### src/rtl/fsgnj_pkg.sv
// Shared definitions for the sign-injection arbiter: op encodings, format sizes,
// NaN-box constants and the sign rule.
package fsgnj_pkg;

  localparam logic [1:0] FSGNJ_OP_J  = 2'b00;
  localparam logic [1:0] FSGNJ_OP_JN = 2'b01;
  localparam logic [1:0] FSGNJ_OP_JX = 2'b10;

  localparam logic [31:0] CANON_NAN_S = 32'h7FC0_0000;
  localparam logic [31:0] NANBOX_MASK = 32'hFFFF_FFFF;

  typedef enum logic {
    OUT_EMPTY = 1'b0,
    OUT_FULL  = 1'b1
  } out_state_e;

  function automatic int mantissa_size(input int bus_width);
    return (bus_width == 64) ? 52 : 23;
  endfunction

  function automatic int exponent_size(input int bus_width);
    return (bus_width == 64) ? 11 : 8;
  endfunction

  // Reserved op 11 falls through to plain J.
  function automatic logic inject_sign(input logic s1, input logic s2, input logic [1:0] op);
    case (op)
      FSGNJ_OP_JN: return ~s2;
      FSGNJ_OP_JX: return s1 ^ s2;
      default:     return s2;
    endcase
  endfunction

endpackage

### src/rtl/fsgnj_core.sv
// Combinational sign injection: {sign(op, in1, in2), magnitude of in1}.
// NaN-boxed single handling for 64-bit builds is enabled by FSGNJ_NANBOX_EN.
module fsgnj_core
  import fsgnj_pkg::*;
#(
  parameter int BUS_WIDTH = 64
) (
  input  logic [BUS_WIDTH-1:0] i_in1,
  input  logic [BUS_WIDTH-1:0] i_in2,
  input  logic [1:0]           i_op,
  input  logic                 i_fmt,
  output logic [BUS_WIDTH-1:0] o_result
);

  localparam int MAG_W = mantissa_size(BUS_WIDTH) + exponent_size(BUS_WIDTH);

  logic [BUS_WIDTH-1:0] w_full;

  // Magnitude bits are copied verbatim, so NaN payloads pass through untouched.
  assign w_full = {inject_sign(i_in1[BUS_WIDTH-1], i_in2[BUS_WIDTH-1], i_op), i_in1[MAG_W-1:0]};

`ifdef FSGNJ_NANBOX_EN
  generate
    if (BUS_WIDTH == 64) begin : g_nanbox
      logic [31:0] w_a;
      logic [31:0] w_b;
      // An improperly boxed single reads as the canonical quiet NaN.
      assign w_a = (i_in1[63:32] == NANBOX_MASK) ? i_in1[31:0] : CANON_NAN_S;
      assign w_b = (i_in2[63:32] == NANBOX_MASK) ? i_in2[31:0] : CANON_NAN_S;
      assign o_result = i_fmt ? {NANBOX_MASK, inject_sign(w_a[31], w_b[31], i_op), w_a[30:0]}
                              : w_full;
    end else begin : g_nobox
      logic w_unused_fmt;
      assign w_unused_fmt = i_fmt;
      assign o_result = w_full;
    end
  endgenerate
`else
  logic w_unused_fmt;
  assign w_unused_fmt = i_fmt;
  assign o_result = w_full;
`endif

endmodule

### src/rtl/fsgnj_arb.sv
// Two-requester round-robin front end for one FSGNJ datapath with a one-entry
// output register. Optional NaN-box handling: define FSGNJ_NANBOX_EN.
module fsgnj_arb
  import fsgnj_pkg::*;
#(
  parameter int BUS_WIDTH = 64,
  parameter int TAG_W     = 5
) (
  input  logic                 clk,
  input  logic                 rst,
  input  logic                 req0_valid,
  output logic                 req0_ready,
  input  logic [BUS_WIDTH-1:0] req0_in1,
  input  logic [BUS_WIDTH-1:0] req0_in2,
  input  logic [1:0]           req0_op,
  input  logic [TAG_W-1:0]     req0_tag,
  input  logic                 req0_fmt,
  input  logic                 req1_valid,
  output logic                 req1_ready,
  input  logic [BUS_WIDTH-1:0] req1_in1,
  input  logic [BUS_WIDTH-1:0] req1_in2,
  input  logic [1:0]           req1_op,
  input  logic [TAG_W-1:0]     req1_tag,
  input  logic                 req1_fmt,
  output logic                 out_valid,
  input  logic                 out_ready,
  output logic [BUS_WIDTH-1:0] out_data,
  output logic [TAG_W-1:0]     out_tag,
  output logic                 out_src
);

  // Handshake: a transfer happens on a rising edge where valid && ready are both
  // high; ready never depends on the payload, and at most one requester is ready.
  out_state_e           r_state;
  out_state_e           w_state_nxt;
  logic                 r_rr_ptr;
  logic [BUS_WIDTH-1:0] r_out_data;
  logic [TAG_W-1:0]     r_out_tag;
  logic                 r_out_src;

  logic                 w_can_accept;
  logic                 w_grant0;
  logic                 w_grant1;
  logic                 w_grant_any;
  logic [BUS_WIDTH-1:0] w_in1;
  logic [BUS_WIDTH-1:0] w_in2;
  logic [1:0]           w_op;
  logic                 w_fmt;
  logic [BUS_WIDTH-1:0] w_result;

  assign w_can_accept = (r_state == OUT_EMPTY) || out_ready;
  assign w_grant0 = !rst && w_can_accept && req0_valid && (!req1_valid || !r_rr_ptr);
  assign w_grant1 = !rst && w_can_accept && req1_valid && (!req0_valid ||  r_rr_ptr);
  assign w_grant_any = w_grant0 || w_grant1;

  assign req0_ready = w_grant0;
  assign req1_ready = w_grant1;

  assign w_in1 = w_grant1 ? req1_in1 : req0_in1;
  assign w_in2 = w_grant1 ? req1_in2 : req0_in2;
  assign w_op  = w_grant1 ? req1_op  : req0_op;
  assign w_fmt = w_grant1 ? req1_fmt : req0_fmt;

  fsgnj_core #(.BUS_WIDTH(BUS_WIDTH)) u_core (
    .i_in1    (w_in1),
    .i_in2    (w_in2),
    .i_op     (w_op),
    .i_fmt    (w_fmt),
    .o_result (w_result)
  );

  always_ff @(posedge clk or posedge rst) begin
    if (rst) r_state <= OUT_EMPTY;
    else     r_state <= w_state_nxt;
  end

  // A grant while FULL means the register drains and reloads in the same edge.
  always_comb begin
    w_state_nxt = r_state;
    case (r_state)
      OUT_EMPTY: if (w_grant_any) w_state_nxt = OUT_FULL;
      OUT_FULL:  if (!w_grant_any && out_ready) w_state_nxt = OUT_EMPTY;
      default:   w_state_nxt = OUT_EMPTY;
    endcase
  end

  always_ff @(posedge clk or posedge rst) begin
    if (rst) begin
      r_rr_ptr   <= 1'b0;
      r_out_data <= '0;
      r_out_tag  <= '0;
      r_out_src  <= 1'b0;
    end else if (w_grant_any) begin
      r_rr_ptr   <= ~w_grant1;
      r_out_data <= w_result;
      r_out_tag  <= w_grant1 ? req1_tag : req0_tag;
      r_out_src  <= w_grant1;
    end
  end

  assign out_valid = (r_state == OUT_FULL);
  assign out_data  = r_out_data;
  assign out_tag   = r_out_tag;
  assign out_src   = r_out_src;

endmodule

### config.mk
export PLATFORM = sky130hd
export DESIGN_NAME = fsgnj_arb
export DESIGN_NICKNAME = d
export VERILOG_FILES = /design/src/rtl/fsgnj_pkg.sv /design/src/rtl/fsgnj_core.sv /design/src/rtl/fsgnj_arb.sv
export SDC_FILE = /design/constraint.sdc
export NUM_CORES = 1
export LEC_CHECK = 0
export CAP_MARGIN = 20
export CORE_AREA = 3 3 134 136
export CTS_BUF_LIST = sky130_fd_sc_hd__clkbuf_8
export DETAILED_ROUTE_END_ITERATION = 7
export DIE_AREA = 0 0 137 139
export PLACE_DENSITY = 0.56
export SLEW_MARGIN = 40
export SYNTH_ARGS = -nofsm -noshare
export SYNTH_HDL_FRONTEND = slang
export SYNTH_SLANG_ARGS = --single-unit
### constraint.sdc
create_clock -name clk -period 3.1 [get_ports clk]
set_input_delay 0.62 -clock clk [delete_from_list [all_inputs] [get_ports clk]]
set_output_delay 0.62 -clock clk [all_outputs]
set_load 0.1 [all_outputs]
---- Yosys cells after proc, flatten, opt, wreduce, memory -nomap -nowiden ----
Index checks and enable logic that the tools add are counted.
cells by class
  equal/unequal tests ..................... 2
  muxes and demuxes ....................... 8
  bitwise logic cells ..................... 4
  reduce and logical (&&, ||, !) cells .... 15
operators with widths
  cell                                                  count
  two-way mux 64 bit                                    2
  logical AND 1 bit                                     6
  zero test 1 bit                                       5
  two-way mux 5 bit                                     1
  logical OR 1 bit                                      4
  one-hot mux 1 bit (2 select lines)                    2
  NOT 1 bit                                             3
  equality test 2 x 1 -> 1 bit (second input constant)  1
  equality test 2 bit (second input constant)           1
  two-way mux 1 bit                                     2
  two-way mux 2 bit                                     1
  XOR 1 bit                                             1
word-level totals
  bits in registers ....................... 72
  input bits .............................. 277
  output and inout port bits .............. 73
  logic and storage cells ................. 34

---- Longest topological paths before layout ----
Gate-level depths: netlist of run 1.
  depth after elaboration ................. 10
  gate-level depth with buffers ........... 8
  depth with buffers taken out ............ 7

---- Modules after synthesis ----
A second synthesis of run 1 with hierarchy kept.
second synthesis, totals
  cells, all modules ...................... 406
  area, all modules ....................... 5187.5 um2
by module, submodules not included
  module      times used  cells an instance  area an instance (um2)  seq. area each (um2)
  fsgnj_arb   1           335                4649.5                  1801.7
  fsgnj_core  1           71                 538.0                   0.0

---- Least setup slack after synthesis of run 1 ----
Ideal clock, no wire load.
  path type ............................... flip-flop to output port
  start ................................... register r_state, in the netlist out_valid
  end ..................................... output port req1_ready
  arrival ................................. 2.927 ns
  required time ........................... 2.480 ns
  setup slack ............................. -0.447 ns
  cell stages (with the launch flop) ...... 5
  path buffers ............................ 2
  cells stage by stage .................... dfrtp_1 nor2b_1 a2111oi_4 clkbuf_1 clkbuf_1
on the way
  cells in the longest elaborated chain, start to end .. 5
RTL lines
  what                            RTL line         RTL
  from (decl)                     fsgnj_arb.sv:34  out_state_e r_state;
  from (signal assigned)          fsgnj_arb.sv:74  else r_state <= w_state_nxt;
  NOT 1 bit                       n/a
  logical OR 1 bit                fsgnj_arb.sv:51  assign w_can_accept = (r_state == OUT_EMPTY) || out_ready;
  logical AND 1 bit (3 in a row)  fsgnj_arb.sv:53  assign w_grant1 = !rst && w_can_accept && req1_valid && (!req0_valid || r_rr_ptr);
  to (decl)                       fsgnj_arb.sv:19  output logic req1_ready,
Every way passes these cells.

---- Worst setup path after layout of run 1 ----
  start ................................... input port rst
  end ..................................... output port req0_ready
on the way
  cells in the longest elaborated chain, start to end .. 4
RTL lines
  what                            RTL line         RTL
  from (decl)                     fsgnj_arb.sv:10  input logic rst,
  zero test 1 bit (no line)       n/a
  logical AND 1 bit (3 in a row)  fsgnj_arb.sv:52  assign w_grant0 = !rst && w_can_accept && req0_valid && (!req1_valid || !r_rr_ptr);
  to (decl)                       fsgnj_arb.sv:12  output logic req0_ready,
Every way passes these cells.

==> results of run 1 <==
## registers in the layout, indices dropped and copies added, names as in the netlist
register   count
out_src        1
out_valid      1
out_tag        5
r_rr_ptr       1
out_data      64
## synthesized netlist by cell type (2+ instances only)
master | instances | area (um2)
mux2i_1 | 26 | 260
dfrtp_1 | 72 | 1800
clkbuf_1 | 20 | 75.1
ha_1 | 2 | 25.0
a22oi_1 | 45 | 338
xnor2_1 | 2 | 17.5
buf_2 | 2 | 10.0
nand2_1 | 113 | 424
inv_1 | 6 | 22.5
o21ai_0 | 24 | 120
## where the power goes
| part | internal, W | switching [W] | leakage [nW] | total [W] |
|---|---|---|---|---|
| combinational | 0.000736 | 0.00263 | 1.60 | 0.00337 |
| sequential | 0.00123 | 0.000165 | 0.879 | 0.00139 |
| clock | 0.000342 | 0.000340 | 0.0969 | 0.000683 |
## per-layer routing
layer | GRT usage (%) | share of wire, % | vias to the layer above
li1 | - | - | 1545
met1 | 14.8 | 43 | 1478
met2 | 18.3 | 49 | 120
met3 | 2.72 | 6.6 | 13
met4 | 5.09 | 2.0 | 0
met5 | 0 | 0 | -
## cells in the final DEF, fill, tap and decap left out, drive strengths merged
master	count
clkdlybuf4s50	148
nand2	113
buf	84
dfrtp	72
a22oi	45
mux2i	26
o21ai	24
clkbuf	12
inv	9
a2111oi	2
xnor2	2
ha	2
nor2b	1
nor2	1
mux2	1
or3	1
a21o	1
a221o	1
a21oi	1
a22o	1
## worst register-to-register path, cell delays in order, from the launching register on
cell and delay (ps):
dfrtp_1 370, nor2b_1 200, a2111oi_4 430, mux2_2 400, ha_1 290, a221o_1 260, a22o_1 170
## per-stage QoR
step	area (um2)	worst slack, ps
after floorplan	3200	20.2
after global placement	5590	205
after detailed placement	5590	203
after CTS	5760	381
after global routing	5760	338
final	5760	402
## logic make-up (layout without fill, tap and decap cells)
family | count (synthesis) | count (layout) | synth area share (%)
AOI/OAI and AO/OA | 75 | 75 | 16.6
xor gates and xnor gates | 2 | 2 | 0.548
adders and majority gates | 2 | 2 | 0.782
buffers and inverters | 29 | 253 | 3.48
DFF | 72 | 72 | 56.3
muxes | 27 | 27 | 8.49
and+or+nand+nor | 116 | 116 | 13.8
## final timing paths
| check | from | endpoint | slack, ps | cells after the start |
|---|---|---|---|---|
| min in group asynchronous | rst | out_src$_DFFE_PP0P_ | 910 | 4 |
| min reg2reg | out_data[26]$_DFFE_PP0P_ | out_data[26]$_DFFE_PP0P_ | 480 | 2 |
| max in group asynchronous | rst | out_data[6]$_DFFE_PP0P_ | 1770 | 4 |
| max | rst | req0_ready | 400 | 5 |
| max reg2reg | out_valid$_DFF_PP0_ | out_data[63]$_DFFE_PP0P_ | 860 | 6 |
| min | out_data[26]$_DFFE_PP0P_ | out_data[26]$_DFFE_PP0P_ | 480 | 2 |
## layout make-up
class | count | area [um2]
clock buffer | 12 | 165
clock inverter | 2 | 7.51
fill | 1779 | 11300
inverter | 7 | 26.3
multi-input combinational | 222 | 1310
sequential | 72 | 1800
tap | 225 | 282
timing repair buffer | 232 | 2170
==> results.ini, run 1 <==
[status]
status=finished, final reports clean

[clock_network]
cts_hold_buffers=0
cts_resized=0
clockRootBuffer=clkbuf_8
cts.htree.levels=3
postCtsSetupBuffers=0
clock-sinks=72
clk_path_buf_depth=2
numCtsBuffers=9
path_clk_slew_ps=70
cts_tree=yes
insertion_delay_ps=350

[worst_setup_path]
cp-end-kind=primary output
worst-path-buf-inv=4
critical-path-slowest-cell=clkdlybuf4s50_1
cp-start-kind=input pin
path_max_fanout=24
critPathArrivalTime_ps=2080
cp_common_cell=buf_12
critPathTopFamily=buffers and inverters
crit_chain=clkdlybuf4s50_1 > buf_4 > a2111oi_4 > buf_12 > buf_12
worst_ep_required_time_ps=2480
critPathKind=input pin to primary output
max_stage_delay_ps=470

[timing]
setup_tns_ps=0
slew_headroom_pct=64.7
fin_skew_ps=6.30
final_hold_viol_count=0
timing.fmax_mhz=371
finalSetupViolCount=0
slew_violations=0
rsz0062_at_grt=no
whs_ps=481
finalCriticalPeriod_ps=2700
finalCritPeriodShare_pct=87.0
worst-slew-pin-transition_ps=529

[synthesis]
netlist_area_mm2=0.00320
synth_seq_area_share_pct=56.3
yosysWarnings=0
synth_edf_count=0
syn-mean-instance-area_um2=9.91
synth-seq-cells=72
ys_types=21
synth_cells=323
async_flop_share_pct=100
ys.flop_type=dfrtp_1
synth_nets=602

[pwr]
finalPower_w=0.00545
peakVddDrop_mv=0.456
p_per_area_mw_per_mm2=945
p_leak_nw=2.58

[floorplanning]
die_area_mm2=0.0190
design.core.area_mm2=0.0171
start_util_pct=18.8
io_pins=350
num_rows=48
die_y_um=139
die_width_um=137

[grt]
grt_usage_pct=11.5
antenna_found_initial=0
overflow=0
grt_pass1_wl_um=17200
grt_pass1_vias=3247
grt_max_degree=77

[routing]
drtAntennaViolNets=0
via_per_inst=4.09
drt_iter0_drc=81
drc=0
routed-via-count=3156
first_pass_iters=4
wl_per_cell_um=14.3
wl_um=11100

[layout]
fin_cells=772
postLayoutCoreUtil_pct=33.8
antenna_cells=0
drive_gt1_share_pct=18.6
area_delta_synth_final_pct=80.1
finalNetCount=823

[place]
dp_cells=758
gp_congestion=0.701
portBuffers=221
place_hpwl_um=8400

[hold_path]
hp-class=flop to flop

[job]
cap_violations=0

Note: power is estimated with default switching activity, not from simulation.
==> run 2: changes to the inputs <==
--- a/config.mk
+++ b/config.mk
@@ -10,7 +10,7 @@
 export CTS_BUF_LIST = sky130_fd_sc_hd__clkbuf_8
 export DETAILED_ROUTE_END_ITERATION = 7
 export DIE_AREA = 0 0 137 139
-export PLACE_DENSITY = 0.56
+export PLACE_DENSITY = 0.58
 export SLEW_MARGIN = 40
 export SYNTH_ARGS = -nofsm -noshare
 export SYNTH_HDL_FRONTEND = slang
==> results.ini, run 2 (synthesis results as in run 1) <==
[timing]
slew_violations=0  ; unchanged
finalCriticalPeriod_ps=2910  ; +211 ps
finalSetupViolCount=0  ; unchanged
rsz0062_at_grt=no
finalCritPeriodShare_pct=93.8  ; +6.8 points
timing.fmax_mhz=344  ; -7.3%
fin_skew_ps=8.93  ; +2.63 ps
final_hold_viol_count=0  ; unchanged
slew_headroom_pct=51.6  ; -13 points
worst-slew-pin-transition_ps=725  ; +195 ps
setup_tns_ps=0  ; unchanged
fin_ws_ps=191  ; -211 ps

[layout]
area_delta_synth_final_pct=81.7
largest_reg_flops=64  ; unchanged
multiInputGateArea_mm2=0.00131  ; unchanged
seq_area_mm2=0.00180  ; unchanged
fin_cells=776  ; +0.52%
drive_gt1_share_pct=19.6  ; +0.95 points
layout_common_cells=clkdlybuf4s50_1, nand2_1, buf_4
finalNetCount=825  ; +0.24%
antenna_cells=0  ; unchanged
final_common_cell=clkdlybuf4s50_1
fillCellCount=1746  ; -1.9%

[floorplanning]
io_pins=350  ; unchanged
die_area_mm2=0.0190  ; unchanged
die_y_um=139  ; unchanged
num_rows=48  ; unchanged
die_width_um=137  ; unchanged
design.core.area_mm2=0.0171  ; unchanged
start_util_pct=18.8  ; unchanged

[place]
dp_cells=760  ; +0.26%
gp_congestion=0.740  ; +5.5%
pre_cts_slack_ps=163  ; -39.2 ps
portBuffers=221  ; unchanged
place_hpwl_um=8710  ; +3.7%

[grt]
overflow=0  ; unchanged
antenna_found_initial=0  ; unchanged
grt_pass1_wl_um=17700  ; +2.8%
grt_max_degree=40  ; -48%
grt_pass1_vias=3397  ; +4.6%
grt_usage_pct=11.8  ; +0.31 points

[worst_setup_path]
max_stage_delay_ps=460  ; about the same
path_max_fanout=36  ; +50%
cp-end-kind=primary output
critical-path-slowest-cell=clkdlybuf4s50_1
worst_ep_required_time_ps=2480  ; about the same
critPathArrivalTime_ps=2290  ; +210 ps
critPathKind=input pin to primary output
crit_chain=clkdlybuf4s50_1 > nor2b_1 > a2111oi_4 > buf_4 > buf_4 > buf_12
cp-start-kind=input pin
cp_common_cell=buf_4

[routing]
drtAntennaViolNets=0  ; unchanged
wl_um=11300  ; +2.1%
routed-via-count=3208  ; +1.6%
wl_per_cell_um=14.6  ; +1.6%
drc=0  ; unchanged
drt_iter0_drc=155  ; +91%
via_per_inst=4.13  ; +1.1%
first_pass_iters=4  ; unchanged

[clock_network]
cts.htree.levels=3  ; unchanged
path_clk_slew_ps=80  ; about the same
cts_hold_buffers=0  ; unchanged
clk_path_buf_depth=2  ; unchanged
insertion_delay_ps=350  ; about the same
postCtsSetupBuffers=0  ; unchanged
clockRootBuffer=clkbuf_8
cts_resized=0  ; unchanged
clock-sinks=72  ; unchanged
cts_tree=yes
numCtsBuffers=9  ; unchanged

[pwr]
p_leak_nw=2.60  ; +0.81%
peakVddDrop_mv=0.487  ; +6.8%
p_per_area_mw_per_mm2=955  ; +1.0%

[job]
cap_violations=0  ; unchanged

[hold_path]
hp-class=flop to flop

[status]
status=finished, final reports clean

==> run 2: metal layers <==
| layer | share of wire, % | vias to the layer above | GRT usage, % |
|---|---|---|---|
| met1 | 42 | 1512 | 14.8 |
| met5 | 0 | - | 0 |
| li1 | - | 1556 | - |
| met2 | 49 | 123 | 19.3 |
| met4 | 2.4 | 0 | 5.25 |
| met3 | 6.5 | 17 | 2.76 |
==> run 2: critical path: cells and delay by family <==
kind | cells | cell delay [ps]
AOI/OAI and AO/OA | 1 | 300
and+or+nand+nor | 1 | 100
buffers and inverters | 4 | 1250
==> run 2: final timing paths <==
path / from / to / slack (ps) / cells after the start
hold reg to reg: out_data[20]$_DFFE_PP0P_ / out_data[20]$_DFFE_PP0P_ / 480 / 2
hold / removal: out_data[20]$_DFFE_PP0P_ / out_data[20]$_DFFE_PP0P_ / 480 / 2
setup reg to reg: out_valid$_DFF_PP0_ / out_data[63]$_DFFE_PP0P_ / 840 / 7
setup / recovery: out_ready / req1_ready / 190 / 6
min in group asynchronous: rst / out_data[42]$_DFFE_PP0P_ / 900 / 3
max in group asynchronous: rst / out_data[63]$_DFFE_PP0P_ / 1560 / 4
==> run 2: power breakdown <==
part           leakage (nW)  internal, W  switching, W
logic                  1.62     0.000743       0.00264
clock network         0.101     0.000413      0.000366
registers             0.879      0.00123      0.000162
==> run 2: cell type report <==
| cell class | count | share of cell area [%] |
|---|---|---|
| tap | 225 | 4.84 |
| multi-input combinational | 222 | 22.5 |
| clock inverter | 5 | 0.947 |
| timing repair buffer | 234 | 37.7 |
| clock buffer | 11 | 2.60 |
| inverter | 7 | 0.474 |
| sequential | 72 | 31.0 |
==> run 2: through the flow <==
| stage | util [%] | total power (W) | hold WS, ps | cell area (um2) |
|---|---|---|---|---|
| after floorplan | - | 0.00391 | 575 | 3200 |
| after global placement | 32.9 | 0.00480 | 463 | 5610 |
| after detailed placement | 32.9 | 0.00481 | 465 | 5610 |
| after CTS | 34.1 | 0.00563 | 484 | 5810 |
| after global routing | 34.1 | 0.00581 | 509 | 5810 |
| final | 34.1 | 0.00555 | 481 | 5810 |
==> run 3: changes to the inputs <==
--- a/config.mk
+++ b/config.mk
@@ -10,8 +10,9 @@
 export CTS_BUF_LIST = sky130_fd_sc_hd__clkbuf_8
 export DETAILED_ROUTE_END_ITERATION = 7
 export DIE_AREA = 0 0 137 139
-export PLACE_DENSITY = 0.58
+export PLACE_DENSITY = 0.7
 export SLEW_MARGIN = 40
 export SYNTH_ARGS = -nofsm -noshare
 export SYNTH_HDL_FRONTEND = slang
+export SYNTH_HIERARCHICAL = 1
 export SYNTH_SLANG_ARGS = --single-unit
==> results.ini, run 3 <==
[timing]
finalCriticalPeriod_ps=2940  ; +28.9 ps
slew_violations=0  ; unchanged
fin_skew_ps=17.4  ; +8.44 ps
slew_headroom_pct=67.4  ; +16 points
setup_tns_ps=0  ; unchanged
timing.fmax_mhz=340  ; -0.98%
final_hold_viol_count=0  ; unchanged
finalCritPeriodShare_pct=94.8  ; +0.93 points
fin_ws_ps=162  ; -28.9 ps
finalSetupViolCount=0  ; unchanged
worst-slew-pin-transition_ps=489  ; -235 ps
rsz0062_at_grt=no

[clock_network]
postCtsSetupBuffers=0  ; unchanged
cts_hold_buffers=0  ; unchanged
numCtsBuffers=9  ; unchanged
clk_path_buf_depth=2  ; unchanged
cts_resized=0  ; unchanged
clock-sinks=72  ; unchanged
insertion_delay_ps=360  ; about the same
cts.htree.levels=3  ; unchanged
path_clk_slew_ps=60  ; -20 ps
cts_tree=yes
clockRootBuffer=clkbuf_8

[layout]
drive_gt1_share_pct=47.5  ; +28 points
antenna_cells=0  ; unchanged
final_common_cell=clkdlybuf4s50_1
largest_reg_flops=64  ; unchanged
fin_cells=722  ; -7.0%
layout_common_cells=clkdlybuf4s50_1, mux2_2, buf_4
finalNetCount=771  ; -6.5%
multiInputGateArea_mm2=0.00178  ; +36%
fillCellCount=1696  ; -2.9%
final_design_area_no_fill_mm2=0.00627  ; +7.8%
area_delta_synth_final_pct=49.2
seq_area_mm2=0.00180  ; unchanged

[place]
portBuffers=221  ; unchanged
place_hpwl_um=8510  ; -2.3%
postPlaceCellArea_mm2=0.00602  ; +7.3%
pre_cts_slack_ps=54.3  ; -109 ps
dp_cells=706  ; -7.1%
gp_congestion=0.724  ; -2.2%

[routing]
wl_um=10800  ; -4.1%
first_pass_iters=4  ; unchanged
drt_iter0_drc=54  ; -65%
wl_per_cell_um=15.0  ; +3.0%
via_per_inst=4.18  ; +1.2%
drtAntennaViolNets=0  ; unchanged
drc=0  ; unchanged
routed-via-count=3020  ; -5.9%

[synthesis]
syn-mean-instance-area_um2=12.5  ; +26%
synth_nets=616  ; +2.3%
yosysWarnings=6  ; +6
synth_cells=337  ; +4.3%
netlist_area_mm2=0.00420  ; +31%

[pwr]
p_leak_nw=2.61  ; +0.37%
p_per_area_mw_per_mm2=747  ; -22%
finalPower_w=0.00468  ; -16%
peakVddDrop_mv=0.358  ; -27%

[floorplanning]
num_rows=48  ; unchanged
die_area_mm2=0.0190  ; unchanged
start_util_pct=24.6  ; +5.9 points
io_pins=350  ; unchanged
design.core.area_mm2=0.0171  ; unchanged
die_y_um=139  ; unchanged
die_width_um=137  ; unchanged

[worst_setup_path]
worst_ep_required_time_ps=2480  ; about the same
critPathTopFamily=buffers and inverters
max_stage_delay_ps=580  ; +120 ps
critPathArrivalTime_ps=2320  ; +30 ps
reg2reg_from=out_valid$_DFF_PP0_
crit_chain=clkdlybuf4s50_1 > inv_2 > or4_4 > buf_6 > inv_1 > buf_12
path_max_fanout=37  ; +2.8%
worst-path-buf-inv=5  ; +1
startpoint=req1_valid
critPathKind=input pin to primary output
cp-start-kind=input pin
critical-path-slowest-cell=or4_4
cp-end-kind=primary output

[status]
status=finished, final reports clean

[grt]
overflow=0  ; unchanged
grt_usage_pct=11.2  ; -0.64 points
grt_pass1_wl_um=16700  ; -5.6%
grt_pass1_vias=3307  ; -2.6%
grt_max_degree=71  ; +78%
antenna_found_initial=1  ; +1

[job]
cap_violations=0  ; unchanged

[hold_path]
hp-class=flop to flop
worstHoldStart=out_data[28]$_DFFE_PP0P_

[run 3: cell count changes in the layout (fill, tap and decap cells not counted), sizes merged, moves of 4 or more]
cell / change
a31oi: +10
o41ai: +5
or4: +6
nand2: -107
o21ai: -22
mux2i: -26
buf: -4
mux2: +130
a22oi: -45
[run 3: worst paths after layout]
path                                            end  slack [ps]  cells after the start
setup / recovery                         req1_ready         160                      6
hold / removal             out_data[28]$_DFFE_PP0P_         510                      1
setup reg to reg           out_data[63]$_DFFE_PP0P_         740                      8
hold reg to reg            out_data[28]$_DFFE_PP0P_         510                      1
max in group asynchronous  out_data[46]$_DFFE_PP0P_        1760                      4
min in group asynchronous    out_tag[4]$_DFFE_PP0P_         650                      3
[run 3: power by group]
part,leakage (nW),internal (W),switching [W]
logic,1.64,0.000689,0.00182
clock network,0.128,0.000554,0.000364
registers,0.840,0.00114,0.000110
[run 3: cell type report]
| type | count | area share [%] |
|---|---|---|
| Clock buffer | 10 | 2.20 |
| Clock inverter | 6 | 1.72 |
| Inverter | 6 | 0.379 |
| Multi-Input combinational cell | 173 | 28.3 |
| Sequential cell | 72 | 28.8 |
| Tap cell | 225 | 4.49 |
| Timing Repair Buffer | 230 | 34.1 |
[run 3: per-stage QoR]
stage | utilization (%) | hold slack (ps)
after floorplan | - | 473
after global placement | 35.3 | 490
after detailed placement | 35.3 | 496
after CTS | 36.7 | 514
after global routing | 36.7 | 522
final | 36.7 | 507
[run 3: layer usage]
metal  GRT usage [%]  part of all wire (%)  up-vias
li1                -                     -     1430
met2            19.4                    49      149
met4            4.04                   1.6        2
met5               0                  0.12        -
met3            5.33                    12       16
met1            11.7                    37     1423
